$ cat src/rtl/uart_pkg.sv
// Shared UART package: frame state encoding and default frame constants,
// reused by the transmitter and the future receiver.
package uart_pkg;

    localparam int unsigned UART_DATA_BITS = 8;
    localparam int unsigned UART_STOP_BITS = 1;

    typedef enum logic [2:0] {
        ST_IDLE   = 3'd0,
        ST_SYNC   = 3'd1,
        ST_START  = 3'd2,
        ST_DATA   = 3'd3,
        ST_PARITY = 3'd4,
        ST_STOP   = 3'd5
    } uart_state_e;

endpackage

$ cat src/rtl/uart_tx.sv
// UART transmitter: accepts a byte through a valid/ready handshake and
// serialises it LSB-first on tx, one bit per baud_tick period.
// Optional parity bit compiled in with `define UART_TX_PARITY_EN.
module uart_tx
    import uart_pkg::*;
#(
    parameter int unsigned DATA_BITS  = UART_DATA_BITS,
    parameter int unsigned STOP_BITS  = UART_STOP_BITS,
    parameter int unsigned PARITY_ODD = 0
) (
    input  logic                 clk,
    input  logic                 rst,
    input  logic                 baud_tick,
    input  logic [DATA_BITS-1:0] tx_data,
    input  logic                 tx_valid,
    output logic                 tx_ready,
    output logic                 tx,
    output logic                 tx_busy,
    output logic                 tx_done
);

    localparam int unsigned CNT_W = (DATA_BITS > 1) ? $clog2(DATA_BITS) : 1;
    localparam logic [CNT_W-1:0] LAST_IDX  = CNT_W'(DATA_BITS - 1);
    localparam logic             LAST_STOP = 1'(STOP_BITS - 1);

    uart_state_e          state_q;
    logic [DATA_BITS-1:0] shift_q;
    logic [DATA_BITS-1:0] shift_d;
    logic [CNT_W-1:0]     cnt_q;
    logic [CNT_W-1:0]     cnt_d;
    logic                 stop_q;
    logic                 tx_q;
    logic                 ready_q;
    logic                 busy_q;
    logic                 done_q;

`ifdef UART_TX_PARITY_EN
    localparam logic ODD_BIT = 1'(PARITY_ODD);
    // Running XOR of the bits already shifted out of the latched copy.
    logic par_q;
`else
    logic parity_odd_unused;
    assign parity_odd_unused = 1'(PARITY_ODD);
`endif

    // Next shift-register contents and bit count for a data-bit advance.
    always_comb begin
        shift_d = {1'b0, shift_q[DATA_BITS-1:1]};
        cnt_d   = cnt_q + CNT_W'(1);
    end

    // Frame sequencer with registered line, handshake and status outputs.
    always_ff @(posedge clk or posedge rst) begin
        if (rst) begin
            state_q <= ST_IDLE;
            shift_q <= '0;
            cnt_q   <= '0;
            stop_q  <= 1'b0;
            tx_q    <= 1'b1;
            ready_q <= 1'b1;
            busy_q  <= 1'b0;
            done_q  <= 1'b0;
`ifdef UART_TX_PARITY_EN
            par_q   <= 1'b0;
`endif
        end else begin
            done_q <= 1'b0;
            case (state_q)
                ST_IDLE: begin
                    tx_q <= 1'b1;
                    if (tx_valid && ready_q) begin
                        shift_q <= tx_data;
                        cnt_q   <= '0;
                        ready_q <= 1'b0;
                        busy_q  <= 1'b1;
                        state_q <= ST_SYNC;
                    end
                end
                ST_SYNC: begin
                    if (baud_tick) begin
                        tx_q    <= 1'b0;
                        state_q <= ST_START;
                    end
                end
                ST_START: begin
                    if (baud_tick) begin
                        tx_q    <= shift_q[0];
                        shift_q <= shift_d;
`ifdef UART_TX_PARITY_EN
                        par_q   <= shift_q[0];
`endif
                        state_q <= ST_DATA;
                    end
                end
                ST_DATA: begin
                    if (baud_tick) begin
                        if (cnt_q != LAST_IDX) begin
                            cnt_q   <= cnt_d;
                            tx_q    <= shift_q[0];
                            shift_q <= shift_d;
`ifdef UART_TX_PARITY_EN
                            par_q   <= par_q ^ shift_q[0];
`endif
                        end else begin
`ifdef UART_TX_PARITY_EN
                            tx_q    <= par_q ^ ODD_BIT;
                            state_q <= ST_PARITY;
`else
                            tx_q    <= 1'b1;
                            stop_q  <= 1'b0;
                            state_q <= ST_STOP;
`endif
                        end
                    end
                end
`ifdef UART_TX_PARITY_EN
                ST_PARITY: begin
                    if (baud_tick) begin
                        tx_q    <= 1'b1;
                        stop_q  <= 1'b0;
                        state_q <= ST_STOP;
                    end
                end
`endif
                ST_STOP: begin
                    if (baud_tick) begin
                        if (stop_q == LAST_STOP) begin
                            done_q  <= 1'b1;
                            ready_q <= 1'b1;
                            busy_q  <= 1'b0;
                            state_q <= ST_IDLE;
                        end else begin
                            stop_q <= 1'b1;
                        end
                    end
                end
                default: begin
                    tx_q    <= 1'b1;
                    ready_q <= 1'b1;
                    busy_q  <= 1'b0;
                    state_q <= ST_IDLE;
                end
            endcase
        end
    end

    assign tx       = tx_q;
    assign tx_ready = ready_q;
    assign tx_busy  = busy_q;
    assign tx_done  = done_q;

endmodule

$ cat config.mk
export PLATFORM = sky130hd
export DESIGN_NAME = uart_tx
export DESIGN_NICKNAME = d
export VERILOG_FILES = /design/src/rtl/uart_pkg.sv /design/src/rtl/uart_tx.sv
export SDC_FILE = /design/constraint.sdc
export NUM_CORES = 1
export LEC_CHECK = 0
export BUFFER_PORTS_ARGS = -buffer_cell sky130_fd_sc_hd__buf_4
export CAP_MARGIN = 10
export CORE_AREA = 8 8 51 61
export DETAILED_ROUTE_END_ITERATION = 10
export DIE_AREA = 0 0 59 69
export PLACE_DENSITY = 0.75
export SLEW_MARGIN = 20
export SYNTH_ARGS = -nofsm -noshare
export SYNTH_HDL_FRONTEND = slang
export SYNTH_SLANG_ARGS = --single-unit
export TNS_END_PERCENT = 20
$ cat constraint.sdc
create_clock -name clk -period 1.76 [get_ports clk]
set_clock_uncertainty 0.1 [all_clocks]
set_input_delay 0.088 -clock clk [delete_from_list [all_inputs] [get_ports clk]]
set_output_delay 0.088 -clock clk [all_outputs]
set_load 0.02 [all_outputs]
==> flow_results.org <==
** Power and ir drop
- Power spread over the standard cell area amounts to 1600 mW/mm2.
- The analysis attributes to cell leakage a power of 0.580 nW.
- Across the VDD grid, the largest voltage drop is 0.857 mV.
- Power Total :: 2.01 mW

** Synthesis
- Among all flip-flop cells after synthesis, the most frequent one is dfrtp_1.
- Cell types with the largest area share after synthesis :: dfrtp_1 (42%), mux2_2 (20%), dfstp_2 (5.5%)
- The synthesized design contains 0 enable-type register cells.
- Syn avg cell area :: 12.3 um2
- Total of flip-flops plus latches after synthesis :: 18
- Top cell type's share of synthesized area :: 41.6%
- Of all flip-flops after synthesis, the portion carrying an async set or reset was 100%.
- The synthesized netlist contains 27 unique library cells.
- Post-synth top cells :: mux2_2 (17), dfrtp_1 (16), a21oi_1 (4), nand2_1 (4)
- Library cell with the highest instance count after synthesis :: mux2_2
- The largest total area in the synthesized netlist belongs to dfrtp_1.
- Counting every net in the synthesized netlist gives 92.
- After synthesis, flip-flops and latches occupy 47.1% of the total area.
- Gate Count Post-Synth :: 78
- The Yosys step of the flow raised 0 warnings.
- The mapped netlist covers 962 um2.

** Clock network
- Clock latency on the worst-skew pair :: 0.29 ns
- Clock Tree Buf Depth :: 2
- Clock root cell :: clkbuf_4
- TritonCTS sink count :: 18
- In this run the number of H-tree levels came out at 1.
- TritonCTS created 3 clock buffers.
- Post-CTS resize count :: 0
- Clock-pin slew on the worst setup and hold paths :: 0.11 ns
- TritonCTS built the clock tree.

** Setup path
- Counting both buffers and inverters, the worst setup path holds a total of 1.
- Traced cell by cell, the critical path runs through ha_2 > ha_4 > a21bo_4 > o22ai_4 > buf_12 > mux2_4.
- CP delay by family, top :: flip-flops
- The largest single stage delay on the critical path is 0.40 ns.
- CP endpoint kind :: register
- STA puts the critical path data arrival time at 1.86 ns.
- STA classifies the critical path startpoint as a register.
- Worst path slowest cell :: dfrtp_1
- For flop-to-flop paths, the worst setup slack is -0.01 ns.
- Data on the critical path is required at its endpoint by 1.85 ns.
- Along the worst path, the maximum fanout reaches 8.
- The critical path in this run is classified as register to register.

** Drt
- The first TritonRoute pass finished after 5 iterations.
- The final layout contains routed wiring with a total length of 1840 um.
- In the routed design, unresolved DRC markers number 0.
- The routed layout has 668 vias.
- Post-detailed-route count of antenna-violating nets :: 0
- After detailed routing, the number of vias per cell comes to 5.02.
- Post-detailed-route wirelength per cell :: 13.8 um
- In this run, the number of DRC markers left after iteration 0 of detailed routing was 7.

** Global route
- For this run, the total global-route usage over all layers was measured as 9.86%.
- Via count of the first global-routing pass :: 751
- First-pass GRT wire length :: 3260 um
- Entering global routing, the biggest net connects 19 pins.
- Global routing finished with a remaining overflow of 0.
- Initial antenna violation count :: 0

** Floorplanning
- Placement Rows :: 19
- DIE AREA :: 0.00407 mm2
- Io pins :: 16
- The floorplan step set the die height to 69 um.
- The core region is 0.00219 mm2.
- Floorplan die width :: 59 um
- For this configuration, the core starts out at a cell density of 44.0%.

** STA
- Timing-limited maximum frequency :: 564 MHz
- The number of pins exceeding their max-slew limit in the final report came to 0.
- Adding up every negative setup slack in the final design gives -0.0747 ns.
- Once routing completed, OpenROAD measured the worst setup slack at -0.0128 ns.
- Transition time of the tightest slew-check pin :: 0.672 ns
- Final hold slack :: 0.0496 ns
- Unrepaired setup endpoints after global routing :: true
- Share of the clock period used by the worst path :: 101%
- For the finished layout, the period the worst path requires is 1.77 ns.
- Rel. slew slack :: 55.1%
- Setup violations remaining at the end of the flow were counted as 7.
- Final Hold Violating Endpoints :: 0

** Final layout
- Fin nets :: 117
- From synthesis to final layout, the design area changed by 30.4%.
- Number of fill cells :: 213
- The number of antenna diodes in the final layout is 0.
- Fraction of layout cells with a size suffix above 1 :: 51.0%

** Run status
- The flow ran to the end, but the final reports show violations.
- Failing checks :: negative setup slack

** Place
- Port buffering added 15 buffers.
- Placer Congestion :: 0.761
- DPL Wire Length :: 1340 um

** Flow run
- The tool flagged a number of max-cap violations equal to 0.

** Hold path
- Min-Delay Path Class :: primary input to register
-- worst paths after layout --
check,start,cells after the start,end
max,cnt_q[1],6,shift_q[2]
min,tx_valid,3,tx_busy
max reg2reg,cnt_q[1],6,shift_q[2]
min reg2reg,tx_busy,1,tx_busy
max in group asynchronous,rst,3,tx_busy
min in group asynchronous,rst,3,shift_q[7]
-- routing by layer --
layer / up-vias / wire, um / GRT usage, %
met3: 4 / 81 / 3.15
met4: 0 / 30 / 5.07
met5: - / 0 / 0
met1: 314 / 860 / 12.0
li1: 329 / - / -
met2: 21 / 863 / 15.0
-- report_power, final --
group          leakage [nW]  total, mW  switching (mW)  internal [mW]
Combinational         0.336       1.03           0.399          0.630
Sequential            0.223      0.722           0.123          0.599
Clock                0.0210      0.256           0.130          0.126
Total                 0.580       2.01           0.652           1.36
-- cell usage in the layout, fill, tap and decap left out, types with 3 or more instances in the layout --
| cell | Yosys | final |
|---|---|---|
| inv_1 | 3 | 3 |
| buf_4 | 0 | 21 |
| nor2_1 | 3 | 3 |
| mux2_2 | 17 | 10 |
| clkbuf_4 | 0 | 3 |
| a21oi_1 | 4 | 4 |
| nand2_1 | 4 | 4 |
| dfrtp_1 | 16 | 16 |
| o21ai_0 | 3 | 3 |
| dlygate4sd3_1 | 0 | 3 |
| mux2_4 | 0 | 7 |
-- cell families (layout without fill, tap and decap cells) --
logic type	after synthesis	in the layout	synth area share, %
AOI/OAI and AO/OA	14	14	11.7
muxes	18	18	20.9
adders and majority gates	2	2	2.60
buffers and inverters	8	32	5.07
and+or+nand+nor	18	18	12.6
DFF	18	18	47.1
-- timing repair --
item,in CTS,in global routing
hold endpoints to repair,18,0
hold buffers,3,0
setup buffers,1,0
pin swaps,2,1
setup endpoints to repair,7,10
-- flip-flops by register name (all words and copies together), names as in the netlist --
name	count
cnt_q	3
shift_q	8
state_q	3
tx	1
tx_busy	1
tx_done	1
tx_ready	1
-- worst min-delay path: cells and delay by family --
kind | cells | cell delay [ns]
simple gates | 1 | 0.12
buf+inv | 1 | 0.12
compound gates | 1 | 0.08
-- final cells by class --
cell class	instances	area, um2	area share, %
Timing Repair Buffer	25	208	16.6
Tap cell	31	38.8	3.09
Clock buffer	4	36.3	2.89
Sequential cell	18	453	36.1
Multi-Input combinational cell	52	508	40.5
Inverter	3	11.3	0.897
-- per-stage QoR --
step | cell area [um2] | setup WS (ns) | utilization (%) | std cells
floorplan | 1010 | -0.0116 | - | 78
global placement | 1180 | 0.0151 | 54.0 | 125
detailed placement | 1180 | -0.0218 | 54.0 | 125
CTS | 1250 | -0.0243 | 57.4 | 133
global route | 1250 | -0.0422 | 57.4 | 133
finish | 1250 | -0.0128 | 57.4 | 133
No activity file was read; power rests on OpenSTA's default activity.
